**config.mk**
```make
export PLATFORM = sky130hd
export DESIGN_NAME = adc_spi_reader
export DESIGN_NICKNAME = d
export VERILOG_FILES = /design/src/rtl/adc_spi_reader.sv
export SDC_FILE = /design/constraint.sdc
export NUM_CORES = 1
export LEC_CHECK = 0
export CAP_MARGIN = 5
export CORE_UTILIZATION = 56
export CTS_CLUSTER_DIAMETER = 50
export DETAILED_ROUTE_END_ITERATION = 8
export PLACE_DENSITY = 0.84
export RECOVER_POWER = 25
export SKIP_CTS_REPAIR_TIMING = 1
export SYNTH_ARGS = -nofsm -noshare
export SYNTH_HDL_FRONTEND = slang
export SYNTH_SLANG_ARGS = --single-unit
```
**constraint.sdc**
```tcl
create_clock -name clk -period 2.39 [get_ports clk]
set_input_delay 0.478 -clock clk [delete_from_list [all_inputs] [get_ports clk]]
set_output_delay 0.478 -clock clk [all_outputs]
set_load 0.02 [all_outputs]
```
**src/rtl/adc_spi_reader.sv**
```systemverilog
// SPI initiator for an LTC2308-style 8-channel 12-bit ADC: CONVST wait, 12-bit shift, one-cycle sample strobe.
// Latency CONV_CYCLES+24*CLK_DIV+1 clk from accepted start to sample_valid; start ignored (dropped) while busy.
module adc_spi_reader #(
  parameter int CLK_DIV     = 2,
  parameter int CONV_CYCLES = 80
) (
  input  logic        clk,
  input  logic        reset,
  input  logic        start,
  input  logic [2:0]  channel,
  output logic        busy,
  output logic [11:0] sample,
  output logic [2:0]  sample_ch,
  output logic        sample_valid,
  output logic        adc_convst,
  output logic        adc_sck,
  output logic        adc_sdi,
  input  logic        adc_sdo
);

  localparam int CW = (CONV_CYCLES > 1) ? $clog2(CONV_CYCLES) : 1;
  localparam int PW = $clog2(2 * CLK_DIV);

  localparam logic [CW-1:0] CONV_LAST = CW'(CONV_CYCLES - 1);
  localparam logic [PW-1:0] P_RISE    = PW'(CLK_DIV - 1);
  localparam logic [PW-1:0] P_LAST    = PW'(2 * CLK_DIV - 1);
  localparam logic [3:0]    LAST_BIT  = 4'd11;

  typedef enum logic [1:0] {
    IDLE,
    CONVERT,
    SHIFT,
    DONE
  } state_t;

  state_t        state, state_nxt;
  logic [CW-1:0] cnt, cnt_nxt;
  logic [PW-1:0] pcnt, pcnt_nxt;
  logic [3:0]    bidx, bidx_nxt;
  logic [11:0]   shreg, shreg_nxt;
  logic [2:0]    cur_ch, cur_ch_nxt;
  logic [2:0]    prev_ch, prev_ch_nxt;
  logic          first_frame, first_nxt;
  logic          convst_nxt, sck_nxt, sdi_nxt;
  logic [11:0]   sample_nxt;
  logic [2:0]    sample_ch_nxt;
  logic          valid_nxt;

  // Config word: single-ended, unipolar, no sleep; bits past the sixth are sent as 0.
  function automatic logic cfg_bit(input logic [2:0] ch, input logic [3:0] k);
    logic [5:0] cfg;
    cfg = {1'b1, ch[0], ch[2], ch[1], 1'b1, 1'b0};
    if (k < 4'd6) begin
      return cfg[3'(4'd5 - k)];
    end
    return 1'b0;
  endfunction

  assign busy = (state != IDLE);

  always_comb begin
    state_nxt     = state;
    cnt_nxt       = cnt;
    pcnt_nxt      = pcnt;
    bidx_nxt      = bidx;
    shreg_nxt     = shreg;
    cur_ch_nxt    = cur_ch;
    prev_ch_nxt   = prev_ch;
    first_nxt     = first_frame;
    convst_nxt    = 1'b0;
    sck_nxt       = 1'b0;
    sdi_nxt       = 1'b0;
    sample_nxt    = sample;
    sample_ch_nxt = sample_ch;
    valid_nxt     = 1'b0;

    case (state)
      IDLE: begin
        if (start) begin
          state_nxt  = CONVERT;
          cur_ch_nxt = channel;
          cnt_nxt    = '0;
          convst_nxt = 1'b1;
        end
      end

      CONVERT: begin
        if (cnt == CONV_LAST) begin
          state_nxt = SHIFT;
          cnt_nxt   = '0;
          pcnt_nxt  = '0;
          bidx_nxt  = '0;
          shreg_nxt = '0;
          sdi_nxt   = cfg_bit(cur_ch, 4'd0);
        end else begin
          cnt_nxt    = cnt + CW'(1);
          convst_nxt = 1'b1;
        end
      end

      SHIFT: begin
        sck_nxt  = adc_sck;
        sdi_nxt  = adc_sdi;
        pcnt_nxt = pcnt + PW'(1);
        if (pcnt == P_RISE) begin
          // SDO is captured on the same edge that raises SCK.
          sck_nxt   = 1'b1;
          shreg_nxt = {shreg[10:0], adc_sdo};
        end else if (pcnt == P_LAST) begin
          pcnt_nxt = '0;
          sck_nxt  = 1'b0;
          if (bidx == LAST_BIT) begin
            state_nxt     = DONE;
            sdi_nxt       = 1'b0;
            sample_nxt    = shreg;
            sample_ch_nxt = prev_ch;
            valid_nxt     = ~first_frame;
          end else begin
            bidx_nxt = bidx + 4'd1;
            sdi_nxt  = cfg_bit(cur_ch, bidx + 4'd1);
          end
        end
      end

      DONE: begin
        // The ADC answers with the previous frame's configuration, so tag data with that channel.
        prev_ch_nxt = cur_ch;
        first_nxt   = 1'b0;
        state_nxt   = IDLE;
      end

      default: begin
        state_nxt = IDLE;
      end
    endcase
  end

  always_ff @(posedge clk or posedge reset) begin
    if (reset) begin
      state        <= IDLE;
      cnt          <= '0;
      pcnt         <= '0;
      bidx         <= '0;
      shreg        <= '0;
      cur_ch       <= '0;
      prev_ch      <= '0;
      first_frame  <= 1'b1;
      adc_convst   <= 1'b0;
      adc_sck      <= 1'b0;
      adc_sdi      <= 1'b0;
      sample       <= '0;
      sample_ch    <= '0;
      sample_valid <= 1'b0;
    end else begin
      state        <= state_nxt;
      cnt          <= cnt_nxt;
      pcnt         <= pcnt_nxt;
      bidx         <= bidx_nxt;
      shreg        <= shreg_nxt;
      cur_ch       <= cur_ch_nxt;
      prev_ch      <= prev_ch_nxt;
      first_frame  <= first_nxt;
      adc_convst   <= convst_nxt;
      adc_sck      <= sck_nxt;
      adc_sdi      <= sdi_nxt;
      sample       <= sample_nxt;
      sample_ch    <= sample_ch_nxt;
      sample_valid <= valid_nxt;
    end
  end

endmodule

```
==> results_dict.tcl, run 1 <==
set metrics [dict create \
    tns_ns 0 \
    cts_max_path_buffers 2 \
    n_antenna_cell 0 \
    fin_nets 261 \
    via_count 1769 \
    worstHoldStart "sample[7]" \
    die_y_um 69.1 \
    finalMaxSlewViolations 0 \
    rows 24 \
    syn_nets 232 \
    ys_ff_latch 53 \
    stdcell_count 299 \
    synth_area_um2 2520 \
    synth-main-ff-cell "dfrtp_1" \
    required_ns 1.91 \
    ys_warn_count 0 \
    drt_first_pass_iters 4 \
    grt_max_degree 34 \
    dp_hpwl_um 3270 \
    syn_area_per_cell_um2 11.6 \
    crit_path_end "busy" \
    insertion_delay_ns 0.30 \
    crit_fanout 4 \
    drc_errors 0 \
    die-area_um2 4780 \
    rsz0062_at_grt "no" \
    coreArea_um2 4350 \
    multi_input_area_um2 1080 \
    p_leak_nw 1.33 \
    hold_viol 0 \
    hp-class "flop to flop" \
    slew_headroom 0.433 \
    finalCoreUtilization 0.675 \
    antenna_left 0 \
    avgViaCountPerCell 5.92 \
    worstRegToRegCells 5 \
    startpoint_type "flop" \
    setup_violations 0 \
    gr-usage-all-layers 0.204 \
    fin_crit_sh 0.919 \
    critPathCaptureType "output port" \
    synth-edff-count 0 \
    irDropWorstVdd_mv 0.349 \
    clkSinkCount 53 \
    layout-drive-gt1-share 0.174 \
    ys_seq_area_frac 0.526 \
    placed_cells 291 \
    die_x_um 69.1 \
    r2r_start "cnt[0]" \
    startpoint "state[1]" \
    io_pins 27 \
    cts.clk_slew.worst_paths_ns 0.09 \
    synth_top_area_frac 0.516 \
    first_iter_violations 154 \
    routedWlPerCell_um 15.2 \
    status "complete, no violations" \
    arrival_ns 1.72 \
    p_per_area_nw_per_um2 500 \
    r2r-end "state[1]" \
    cts_buffers 5 \
    start_util 0.580 \
    dp_slack_ns 0.356 \
    final_cell_mix "dfrtp_1 (52), clkdlybuf4s50_1 (25), o21ai_0 (19)" \
    n_fill_cell 369 \
    finalWirelength_um 4540 \
    clock_skew_ns 0.00493 \
    hold_slack_ns 0.489 \
    maxCapViolations 0 \
    worstMarginPinSlew_ns 0.849 \
    critPathKind "flop to output port" \
    layout_commonest_cell "dfrtp_1" \
    fmax_mhz 455 \
    cts_tree "done" \
    portBuffers 26 \
    place_congestion 0.862 \
    async_flop_share 1.00 \
    min_period_ns 2.20 \
    regArea_um2 1330 \
    h-tree-depth 2 \
    netlist_top_cells_area "dfrtp_1 (52%), mux2_2 (8.0%), ha_1 (4.0%), o21ai_0 (3.8%), inv_1 (2.4%)" \
    grt_pass1_wl_um 7850 \
    yosysUniqueCellTypes 48 \
    synthCells 217 \
    grt_antenna_before_repair 0 \
    area_growth_pct 16.5 \
    cts_root_buffer "clkbuf_8" \
    yosysTopAreaCell "dfrtp_1" \
    r2r_setup_slack_ns 0.34 \
    finalWorstSetupSlack_ns 0.194 \
    gr-total-overflow 0 \
    grt_pass1_vias 1641 \
]
==> flip-flops by register name (all words and copies together), names as in the netlist <==
| signal | count |
|---|---|
| prev_ch | 3 |
| state | 2 |
| sample_valid | 1 |
| sample_ch | 3 |
| cur_ch | 3 |
| bidx | 4 |
| adc_convst | 1 |
| adc_sdi | 1 |
| first_frame | 1 |
| shreg | 12 |
| sample | 12 |
| cnt | 7 |
| adc_sck | 1 |
| pcnt | 2 |
==> metrics by stage <==
step           total power [mW]  area [um2]
2_1_floorplan             0.936        2520
3_3_place_gp              0.956        2840
3_5_place_dp              0.957        2840
4_1_cts                    1.48        2940
5_1_grt                    1.53        2940
6_report                   1.47        2940
==> layer usage <==
| layer | vias up | wire length [um] | track usage |
|---|---|---|---|
| li1 | 848 | - | - |
| met4 | 0 | 55 | 0.0590 |
| met2 | 45 | 2300 | 0.331 |
| met1 | 869 | 1990 | 0.283 |
| met5 | - | 0 | 0 |
| met3 | 7 | 186 | 0.0351 |
==> logic make-up (layout without fill, tap and decap cells) <==
| group | count (synthesis) | after routing | share of synthesized area |
|---|---|---|---|
| xor gates and xnor gates | 2 | 2 | 0.00694 |
| adders and majority gates | 8 | 8 | 0.0397 |
| muxes | 22 | 22 | 0.0982 |
| buffers and inverters | 25 | 55 | 0.0476 |
| AOI/OAI and AO/OA | 56 | 56 | 0.168 |
| and+or+nand+nor | 51 | 51 | 0.114 |
| DFF | 53 | 53 | 0.526 |
==> synth_stat cells, types with 3 or more instances <==
library cell / number
buf_2: 3
mux2_2: 18
mux2i_1: 3
nand2_1: 13
o31ai_2: 3
nor2_1: 8
ha_1: 8
a32o_1: 5
inv_1: 16
a21oi_1: 5
dfrtp_1: 52
nand3_1: 6
nand2b_1: 4
a21o_1: 4
o21ai_0: 19
nand4_1: 4
nor3_1: 4
==> how the worst min path moves through the flow <==
stage / end / slack (ns) / cells after the start
final: sample[7] / 0.49 / 2
after global routing: sample_ch[2] / 0.52 / 1
after CTS: sample[7] / 0.49 / 2
after detailed placement: sample[7] / 0.47 / 2
after global placement: sample[9] / 0.46 / 2
after floorplan: bidx[2] / 0.46 / 1
==> worst max-delay path: stages, from the launching register on <==
cell and delay [ns]:
dfrtp_1 0.41, inv_1 0.08, ha_1 0.24, inv_1 0.09, clkdlybuf4s50_1 0.60
==> power by group <==
group / switching [mW] / internal (mW)
Combinational: 0.0199 / 0.0147
Sequential: 0.00267 / 0.899
Clock: 0.270 / 0.262
Total: 0.293 / 1.18
==> cell type report <==
type,count,area share
sequential,53,0.451
multi-input combinational,139,0.366
clock buffer,7,0.0328
inverter,16,0.0204
clock inverter,1,0.00170
tap,52,0.0221
timing repair buffer,31,0.106
(Power assumes the default switching activity.)
==> run 2: changes to the inputs <==
Settings changed: CORE_ASPECT_RATIO from default to 0.5.
==> run 2 against run 1 <==
Against the previous run:
- register-to-register slack worse by 0.02 ns
- largest power group unchanged
- critical path type unchanged
- sequential power about the same
- utilization up 4.2 points
- largest cell class unchanged
- final cell count up 0.67%
==> results_dict.tcl, run 2 (synthesis gave the netlist of run 1 again) <==
set metrics [dict create \
    hp-class "flop to flop" \
    cts_tree "done" \
    layout-drive-gt1-share 0.170 \
    start_util 0.615 \
    startpoint "state[1]" \
    worstMarginPinSlew_ns 1.28 \
    clkSinkCount 53 \
    layout_commonest_cell "dfrtp_1" \
    drt_first_pass_iters 4 \
    maxCapViolations 0 \
    fin_crit_sh 0.924 \
    required_ns 1.91 \
    cts_buffers 5 \
    first_iter_violations 95 \
    grt_pass1_vias 1767 \
    fin_nets 261 \
    die_y_um 49.5 \
    p_per_area_nw_per_um2 528 \
    rsz0062_at_grt "no" \
    place_congestion 0.843 \
    multi_input_area_um2 1080 \
    final_cell_mix "dfrtp_1 (52), clkdlybuf4s50_1 (25), o21ai_0 (19)" \
    insertion_delay_ns 0.30 \
    cp.depth 4 \
    setup_violations 0 \
    h-tree-depth 2 \
    grt_pass1_wl_um 8420 \
    final_cell_area_um2 2940 \
    die_x_um 96.9 \
    area_growth_pct 16.6 \
    r2r_setup_slack_ns 0.32 \
    met3_usage 0.0468 \
    crit_path_end "busy" \
    crit_top_cell "inv_1" \
    cpMaxStageDelayCell "clkdlybuf4s50_1" \
    gr-usage-all-layers 0.222 \
    r2r-end "state[1]" \
    arrival_ns 1.73 \
    r2r_start "cnt[0]" \
    status "complete, no violations" \
    dp_hpwl_um 3330 \
    worstRegToRegCells 5 \
    rows 16 \
    p_leak_nw 1.32 \
    critPathKind "flop to output port" \
    startpoint_type "flop" \
    tns_ns 0 \
    post_dp_cell_area_um2 2840 \
    finalWirelength_um 4740 \
    routedWlPerCell_um 15.7 \
    top_usage_layer "met2" \
    finalMaxSlewViolations 0 \
    path_buf_inv 3 \
    regArea_um2 1330 \
    critPathMaxStageDelay_ns 0.60 \
    portBuffers 26 \
    antenna_left 0 \
    slew_headroom 0.149 \
    clock_skew_ns 0.0100 \
    die-area_um2 4800 \
    grt_antenna_before_repair 0 \
    n_fill_cell 291 \
    hold_viol 0 \
    top_regs "sample (12), shreg (12), cnt (7)" \
    use_met1 0.320 \
    cts_root_buffer "clkbuf_8" \
    io_pins 27 \
    grt_util_met2 0.335 \
    fmax_mhz 453 \
    irDropWorstVdd_mv 0.275 \
    via_count 1797 \
    critPathCaptureType "output port" \
    gr-total-overflow 0 \
    n_antenna_cell 0 \
    min_period_ns 2.21 \
    drc_errors 0 \
    crit_fanout 4 \
    cts.clk_slew.worst_paths_ns 0.09 \
    cts_max_path_buffers 2 \
    critPathTopFamily "buffers and inverters" \
    coreArea_um2 4100 \
    crit_chain "inv_1 > ha_1 > inv_1 > clkdlybuf4s50_1" \
    avgViaCountPerCell 5.97 \
    grt_max_degree 54 \
]
run 2: final cells by class:
| class | count | area share |
|---|---|---|
| clock inverter | 1 | 0.0102 |
| timing repair buffer | 31 | 0.100 |
| inverter | 16 | 0.0204 |
| sequential | 53 | 0.451 |
| tap | 54 | 0.0230 |
| clock buffer | 7 | 0.0293 |
| multi-input combinational | 139 | 0.366 |
run 2: per-layer routing:
layer | part of all wire | vias to the layer above
li1 | - | 847
met5 | 0 | -
met3 | 0.054 | 8
met1 | 0.48 | 878
met4 | 0.015 | 0
met2 | 0.45 | 64
run 2: power breakdown:
part / switching, mW / internal (mW)
logic: 0.0195 / 0.0119
registers: 0.00278 / 0.900
clock network: 0.280 / 0.342
total: 0.302 / 1.25
run 2: how the worst min path moves through the flow:
stage                startpoint           to  slack, ns  cells after the start
floorplan               bidx[3]      bidx[2]       0.46                      1
global placement      sample[9]    sample[9]       0.46                      2
detailed placement    sample[9]    sample[9]       0.47                      2
CTS                 first_frame  first_frame       0.49                      1
global route        first_frame  first_frame       0.50                      1
finish                sample[9]    sample[9]       0.49                      2
run 2: worst min-delay path, cell delays in order (launching register included):
cell,delay (ns)
dfrtp_1,0.35
nand2_1,0.05
o21ai_0,0.06
run 2: metrics by stage:
stage	power (mW)	utilization	setup slack (ns)	hold slack (ns)	instances
detailed placement	0.957	0.692	0.375	0.470	293
global route	1.62	0.717	0.0757	0.498	301
CTS	1.57	0.721	0.181	0.491	301
finish	1.56	0.717	0.182	0.485	301
floorplan	0.936	-	0.627	0.462	217
global placement	0.956	0.692	0.452	0.464	293
